## src/rtl/bike_sparse_writer_pkg.sv

```systemverilog
// -----------------------------------------------------------------------------
// bike_sparse_writer_pkg
// Shared BIKE geometry constants for the sparse-vector writer and its BRAM
// wrapper: vector length in bits, index width, number of 32-bit words in the
// vector and the matching word-address width, plus the default error weight.
// -----------------------------------------------------------------------------
package bike_sparse_writer_pkg;

    // Length of the sparse vector in bits.
    localparam int R_BITS    = 100;
    // Width of a bit index into the vector.
    localparam int LOGRBITS  = $clog2(R_BITS);
    // Number of 32-bit words holding the vector (last word partially used).
    localparam int DWORDS    = (R_BITS + 31) / 32;
    // Width of a 32-bit word address.
    localparam int LOGDWORDS = $clog2(DWORDS);
    // Default number of distinct set bits per run.
    localparam int T         = 5;

    // Single-bit mask inside a 32-bit word.
    function automatic logic [31:0] bit_mask(input logic [4:0] pos);
        return 32'h1 << pos;
    endfunction

endpackage

```

## src/rtl/bike_sparse_writer.sv

```systemverilog
// -----------------------------------------------------------------------------
// bike_sparse_writer
// Clears an R_BITS-bit vector held in an external BRAM, then sets WEIGHT
// distinct bits in it from a stream of candidate indices. Out-of-range and
// duplicate indices are dropped with a one-cycle reject pulse.
//
// Ports
//   clk, resetn             system clock, asynchronous active-low reset
//   start                   pulse that launches one clear-and-fill run
//   busy, done              run in progress / single-cycle end-of-run pulse
//   idx_valid, idx_ready    index stream handshake
//   idx                     candidate bit position
//   reject                  pulse for an out-of-range or duplicate index
//   sampling                BRAM port select, mirrors busy
//   wen_samp, ren_samp      BRAM write / read enables
//   addr_samp               32-bit word address
//   din_samp                write data
//   dout_samp               read data, valid one cycle after ren_samp
//
// State      | meaning
// -----------+---------------------------------------------------------------
// IDLE       | waiting for start, BRAM port released
// CLEAR      | writing zero to word clr_addr, one word per cycle
// WAIT_IDX   | idx_ready high, waiting for a candidate index
// READ       | reading the word that holds the accepted index
// MODIFY     | read data present: set the bit, or reject a duplicate
// DONE       | one-cycle done pulse, then back to IDLE
// -----------------------------------------------------------------------------
module bike_sparse_writer
    import bike_sparse_writer_pkg::*;
#(
    parameter int WEIGHT = T
) (
    input  logic                 clk,
    input  logic                 resetn,
    input  logic                 start,
    output logic                 busy,
    output logic                 done,
    input  logic                 idx_valid,
    output logic                 idx_ready,
    input  logic [LOGRBITS-1:0]  idx,
    output logic                 reject,
    output logic                 sampling,
    output logic                 wen_samp,
    output logic                 ren_samp,
    output logic [LOGDWORDS-1:0] addr_samp,
    output logic [31:0]          din_samp,
    input  logic [31:0]          dout_samp
);

    localparam int CNT_W = $clog2(WEIGHT + 1);

    localparam logic [CNT_W-1:0]     WEIGHT_C  = CNT_W'(WEIGHT);
    localparam logic [LOGRBITS-1:0]  R_LIMIT   = LOGRBITS'(R_BITS);
    localparam logic [LOGDWORDS-1:0] LAST_WORD = LOGDWORDS'(DWORDS - 1);

    typedef enum logic [2:0] {
        IDLE     = 3'd0,
        CLEAR    = 3'd1,
        WAIT_IDX = 3'd2,
        READ     = 3'd3,
        MODIFY   = 3'd4,
        DONE     = 3'd5
    } state_t;

    state_t               state;
    logic [CNT_W-1:0]     cnt;
    logic [LOGDWORDS-1:0] clr_addr;
    logic [LOGRBITS-1:0]  idx_q;

    logic [CNT_W-1:0]     cnt_next;
    logic [LOGDWORDS-1:0] word_sel;
    logic [31:0]          set_mask;
    logic                 bit_set;

    assign cnt_next = cnt + 1'b1;
    assign word_sel = LOGDWORDS'(idx_q >> 5);
    assign set_mask = bit_mask(idx_q[4:0]);
    // dout_samp is only meaningful in MODIFY, one cycle after the READ strobe.
    assign bit_set  = dout_samp[idx_q[4:0]];

    // -------------------------------------------------------------------------
    // Control FSM; busy, done and reject are registered.
    // -------------------------------------------------------------------------
    always_ff @(posedge clk or negedge resetn) begin
        if (!resetn) begin
            state    <= IDLE;
            cnt      <= '0;
            clr_addr <= '0;
            idx_q    <= '0;
            busy     <= 1'b0;
            done     <= 1'b0;
            reject   <= 1'b0;
        end else begin
            done   <= 1'b0;
            reject <= 1'b0;
            case (state)
                IDLE: begin
                    if (start) begin
                        state    <= CLEAR;
                        cnt      <= '0;
                        clr_addr <= '0;
                        busy     <= 1'b1;
                    end
                end
                CLEAR: begin
                    if (clr_addr == LAST_WORD) begin
                        state    <= WAIT_IDX;
                        clr_addr <= '0;
                    end else begin
                        clr_addr <= clr_addr + 1'b1;
                    end
                end
                WAIT_IDX: begin
                    if (idx_valid) begin
                        if (idx >= R_LIMIT) begin
                            // Out of range: drop it and keep listening.
                            reject <= 1'b1;
                        end else begin
                            idx_q <= idx;
                            state <= READ;
                        end
                    end
                end
                READ: begin
                    state <= MODIFY;
                end
                MODIFY: begin
                    if (bit_set) begin
                        reject <= 1'b1;
                        state  <= WAIT_IDX;
                    end else begin
                        cnt <= cnt_next;
                        if (cnt_next == WEIGHT_C) begin
                            state <= DONE;
                            done  <= 1'b1;
                        end else begin
                            state <= WAIT_IDX;
                        end
                    end
                end
                DONE: begin
                    state <= IDLE;
                    busy  <= 1'b0;
                end
                default: begin
                    state <= IDLE;
                    busy  <= 1'b0;
                end
            endcase
        end
    end

    assign idx_ready = (state == WAIT_IDX);
    assign sampling  = busy;

    // -------------------------------------------------------------------------
    // BRAM port. Decoded from state so the MODIFY write can use read data in
    // the same cycle it arrives, keeping accept-to-write at three cycles.
    // -------------------------------------------------------------------------
    always_comb begin
        wen_samp  = 1'b0;
        ren_samp  = 1'b0;
        addr_samp = '0;
        din_samp  = '0;
        case (state)
            CLEAR: begin
                wen_samp  = 1'b1;
                addr_samp = clr_addr;
            end
            READ: begin
                ren_samp  = 1'b1;
                addr_samp = word_sel;
            end
            MODIFY: begin
                addr_samp = word_sel;
                if (!bit_set) begin
                    wen_samp = 1'b1;
                    din_samp = dout_samp | set_mask;
                end
            end
            default: begin
                wen_samp  = 1'b0;
                ren_samp  = 1'b0;
                addr_samp = '0;
                din_samp  = '0;
            end
        endcase
    end

endmodule

```

## config.mk

```make
export PLATFORM = sky130hd
export DESIGN_NAME = bike_sparse_writer
export DESIGN_NICKNAME = d
export VERILOG_FILES = /design/src/rtl/bike_sparse_writer_pkg.sv /design/src/rtl/bike_sparse_writer.sv
export SDC_FILE = /design/constraint.sdc
export NUM_CORES = 1
export LEC_CHECK = 0
export ABC_CLOCK_PERIOD_IN_PS = 2000
export BUFFER_PORTS_ARGS = -buffer_cell sky130_fd_sc_hd__buf_2
export CORE_MARGIN = 1
export CORE_UTILIZATION = 42
export DETAILED_ROUTE_END_ITERATION = 10
export HOLD_SLACK_MARGIN = 0.08
export PLACE_DENSITY = 0.83
export REMOVE_ABC_BUFFERS = 1
export SYNTH_ARGS = -nofsm -noshare
export SYNTH_HDL_FRONTEND = slang
export SYNTH_SLANG_ARGS = --single-unit
```

## constraint.sdc

```tcl
create_clock -name clk -period 2 [get_ports clk]
set_input_delay 0.2 -clock clk [delete_from_list [all_inputs] [get_ports clk]]
set_output_delay 0.2 -clock clk [all_outputs]
set_load 0.01 [all_outputs]
```

# ---- Yosys cells after proc, flatten, opt, wreduce, memory -nomap -nowiden
# Index checks and enable logic that the tools add are counted.
dict set report op_classes {
  muxes 30
  shifts 1
  n_addsub 2
  order_cmp 2
  bitwise 3
  n_eq_ne 11
  reduce_logical 10
}
# operator count
set op_table {}
lappend op_table {{32-bit 2-to-1 mux} 2}
lappend op_table {{32-bit bitwise OR} 1}
lappend op_table {{1-bit by 5-bit left shift with 32-bit output (first input constant)} 1}
lappend op_table {{3-bit 2-to-1 mux} 8}
lappend op_table {{3-bit one-hot mux with 5 select lines} 1}
lappend op_table {{1-bit 2-to-1 mux} 10}
lappend op_table {{2-bit inequality test (second input constant)} 5}
lappend op_table {{2-bit one-hot mux with 2 select lines} 2}
lappend op_table {{7-bit greater-or-equal comparator (second input constant)} 1}
lappend op_table {{3-bit by 2-bit equality test with 1-bit output (second input constant)} 2}
lappend op_table {{3-bit equality test (second input constant)} 2}
lappend op_table {{5-bit by 6-bit < comparator with 1-bit output (second input constant)} 1}
lappend op_table {{1-bit one-hot mux with 2 select lines} 3}
lappend op_table {{3-bit one-hot mux with 2 select lines} 1}
lappend op_table {{3-bit AND reduction} 2}
lappend op_table {{1-bit binary-select mux with 5-bit select} 1}
lappend op_table {{2-bit 2-to-1 mux} 2}
lappend op_table {{2-bit AND reduction} 2}
lappend op_table {{4-bit AND reduction} 1}
lappend op_table {{2-bit nonzero test} 2}
lappend op_table {{4-bit OR reduction} 1}
lappend op_table {{3-bit by 1-bit adder with 3-bit output (second input constant)} 1}
lappend op_table {{3-bit by 1-bit equality test with 1-bit output (second input constant)} 1}
lappend op_table {{3-bit zero test} 1}
lappend op_table {{other kinds (4)} 5}
dict set report word_totals {
  regBits 18
  in_bits 43
  elab_cells 66
}

# ---- Depth between registers and ports, before layout
dict set report logic_depth {
  depth_word 5
  depth_mapped 9
  mapped_depth_nobuf 5
}

# ---- Least setup slack after synthesis
# OpenSTA, ideal clock, no wires.
dict set report synth_path {
  path_type {register to output}
  startpoint {register idx_q[1]}
  endpoint {output din_samp[0]}
  stages_incl_launch_ff 8
  slack_ns -0.246
  n_path_buf 2
  arrival_time_ns 2.046
  path_cell_list {dfrtp_1 > buf_6 > mux2_2 > mux4_2 > o221ai_4 > o21bai_4 > buf_2 > nor2_1}
}
dict set report synth_between {
  elab_chain_cells 4
  elab_cells_between_ends 6
}
# item line
set synth_rtl {}
lappend synth_rtl {{start, declared} bike_sparse_writer.sv:69} ;# logic [LOGRBITS-1:0] idx_q;
lappend synth_rtl {{start signal, assigned} bike_sparse_writer.sv:120} ;# idx_q <= idx;
lappend synth_rtl {{1-bit binary-select mux with 5-bit select / 1-bit by 5-bit left shift with 32-bit output (equally long branches)} {bike_sparse_writer.sv:80, bike_sparse_writer_pkg.sv:22}}
lappend synth_rtl {{1-bit 2-to-1 mux (not written as such) / 32-bit bitwise OR (equally long branches)} {bike_sparse_writer.sv:80, bike_sparse_writer.sv:179}}
lappend synth_rtl {{32-bit 2-to-1 mux (*)} bike_sparse_writer.sv:177} ;# if (!bit_set) begin
lappend synth_rtl {{32-bit 2-to-1 mux (*)} bike_sparse_writer.sv:166} ;# case (state)
lappend synth_rtl {{end, declared} bike_sparse_writer.sv:47} ;# output logic [31:0] din_samp,
# Every way passes the cells marked *; elsewhere a longest branch is shown, timed or not. The select of a mux whose other input is x is not followed.

# ---- Final worst setup path
dict set report layout_path {
  startpoint {register idx_q[1]}
  endpoint {output din_samp[2]}
}
# The elaborated chain is that of the path after synthesis.

==> flow_summary.toml <==
[status]
status = "complete, but fails checks"
violations = "negative setup slack"

[power]
netSwitchingFraction_pct = 45.9
p_clk_share_pct = 8.8
p_sw_uw = 1350
p_leak_uw = 0.00119
pwr-share-seq_pct = 23.3
power_frac_comb_pct = 67.9
peakVddDrop_uv = 768
p_per_area_nw_per_um2 = 1250
p_int_uw = 1600

[worst_setup_path]
critPathMaxFanout = 32
cpMostUsedCell = "buf_6"
critPathTopFamily = "multiplexers"
crit_arrival_ns = 2.39
cp_num_buf_inv = 4
slowest_delay_ns = 0.48
setup.worst_path.end_class = "output port"
path_class = "reg2out"
slowest_stage = "mux4_2"
reg2reg_depth = 8
path_cells = "buf_6 -> buf_6 -> mux2i_1 -> mux4_2 -> a32o_2 -> o21bai_4 -> buf_12 -> nor2_1 -> buf_2"
cp.required_ns = 1.80
start_kind = "flop"
cp.depth = 9

[routing]
met3_length_um = 351
post_drt_via_cell_ratio = 5.72
wl_met1_um = 2200
ant_nets = 0
first_iter_violations = 132
vias = 2015
wl_met2_um = 2630
drt_pass1_iterations = 4
drc_errors = 0
routed_wl_um = 5390
highest_layer = "met4"
wire_per_inst_um = 15.3

[sta]
period_needed_ns = 2.59
rsz0062_at_grt = "true"
fin_crit_sh_pct = 130
hold_violations = 0
holdWs_ns = 0.182
setup_ws_ns = -0.593
slew_headroom_pct = 57.5
slew_violations = 0
worst_pin_slew_ns = 0.636
max_freq_ghz = 0.386
clock_skew_ns = 0.00262
setup_viol = 41

[floorplan]
initial_core_util_pct = 44.9
coreArea_um2 = 3740
die_y_um = 65.2
die_area_um2 = 4250
fp-row-count = 22
io_pins = 84
die_w_um = 65.2

[synthesis]
ys_seq_elements = 18
synth_top_area_share_pct = 26.8
synth-main-ff-cell = "dfrtp_1"
synth.largest_area_cell = "dfrtp_1"
netlist_area_um2 = 1680
ys_seq_area_share_pct = 26.8
synth_area_per_cell_um2 = 8.11
postSynthCellCount = 207
synth_edf_count = 0
synthTopCellsByArea = "dfrtp_1 (27%), a21oi_1 (10%), nor2_1 (9.4%)"
async_flop_share_pct = 100
synth_warnings = 0
synth_cell_types = 44

[final_layout]
final_util_pct = 62.8
drive_gt1_share_pct = 44.4
nNetsFinal = 352
diodes = 0
num-fill-cells = 334
synthToLayoutAreaGrowth_pct = 40.1

[place]
dp_hpwl_um = 3950
place.gp.congestion = 0.822
dp_slack_ns = -0.348
io_buffers = 83

[grt]
grt_pass1_wl_um = 8310
grt_max_degree = 33
grt-ovfl-total = 0
gr-usage-all-layers_pct = 24.7
grt_pass1_vias = 1869
antenna_found_initial = 0

[min_path]
holdPathStages = 2
worst_hold_path_type = "in2reg"

[clock_network]
cts_made_buffers = 3
clkTransAtPathRegs_ns = 0.07
cts_tree = "done"
clk_latency_ns = 0.25
cts_buffer_depth = 2
cts-root-buf = "clkbuf_8"
htree_num_levels = 1
clkSinkCount = 18

[job]
maxCapViolations = 0
## synth_stat cells (all sizes together) (3+ instances only)
cell	count
nand3	4
o21ai	7
mux2	11
nor2b	4
mux2i	10
ha	3
inv	5
nor3	3
a21oi	34
mux4	3
and3	3
a32o	3
nand2	10
dfrtp	18
nor3b	3
clkbuf	6
buf	9
nor2	42
## final cells by class
| type | count | area [um2] | share of cell area, % |
|---|---|---|---|
| tap | 48 | 60.1 | 2.55 |
| multi-input combinational | 169 | 1140 | 48.5 |
| timing repair buffer | 109 | 639 | 27.2 |
| clock buffer | 3 | 41.3 | 1.76 |
| sequential | 18 | 452 | 19.2 |
| inverter | 5 | 18.8 | 0.798 |
## layout by cell type, fill, tap and decap left out, types with 3 or more instances in the layout
cell type / instances
a21oi_1: 34
and3_1: 3
buf_2: 84
buf_4: 17
buf_6: 5
clkbuf_8: 3
dfrtp_1: 17
ha_1: 3
inv_1: 5
mux2_2: 11
mux2i_1: 10
mux4_2: 3
nand2_1: 10
nand3_1: 4
nor2_1: 42
nor2b_1: 3
nor3_1: 3
nor3b_1: 3
o21ai_0: 4
## power groups by stage
stage	Sequential, uW	Clock, uW	Combinational (uW)
6_report	687	259	2000
5_1_grt	708	282	2150
4_1_cts	693	258	1840
3_5_place_dp	690	0	1770
3_3_place_gp	685	0	1710
2_1_floorplan	752	0	1020
## flip-flops by register name, summed over array words and instances, names as in the netlist
name / cells
idx_q: 7
done: 1
busy: 1
state: 3
reject: 1
clr_addr: 2
cnt: 3
## path summary, 6_finish.rpt
kind / from / endpoint / slack (ns)
min in group asynchronous: resetn / cnt[0] / 0.40
setup / recovery: idx_q[1] / din_samp[2] / -0.59
hold / removal: idx[0] / idx_q[0] / 0.18
max in group asynchronous: resetn / idx_q[1] / 1.28
hold reg to reg: idx_q[6] / idx_q[6] / 0.54
setup reg to reg: idx_q[1] / cnt[0] / -0.39
## logic make-up (layout without fill, tap and decap cells)
group                      Yosys count  in the layout  synth area share [%]
and+or+nand+nor                     78             78                  21.8
AOI/OAI and AO/OA                   63             63                  25.0
muxes                               24             24                  17.4
buffers and inverters               20            117                  6.33
DFF                                 18             18                  26.8
adders and majority gates            3              3                  2.24
xor gates and xnor gates             1              1                 0.522
## layer usage
| layer | track usage [%] | vias up |
|---|---|---|
| met1 | 31.9 | 934 |
| li1 | - | 948 |
| met4 | 9.24 | 0 |
| met5 | 0 | - |
| met3 | 2.95 | 27 |
| met2 | 42.0 | 106 |
## timing repair
item | CTS | global route
resized for setup | 6 | 8
setup endpoints to repair | 41 | 43
hold buffers | 1 | 0
pin swaps | 0 | 1
endpoints found under the hold margin | 18 | 0
gates cloned | 1 | 0
buffers inserted | 1 | 4
## per-stage QoR
step	std cells	power, uW	setup TNS [ns]	instance area (um2)
after CTS	348	2790	-19.03	2310
after global routing	352	3140	-23.21	2350
final	352	2950	-20.71	2350
after detailed placement	342	2460	-12.51	2220
after global placement	342	2390	-10.32	2220
after floorplan	192	1770	-25.40	1590
(Power assumes the default switching activity.)
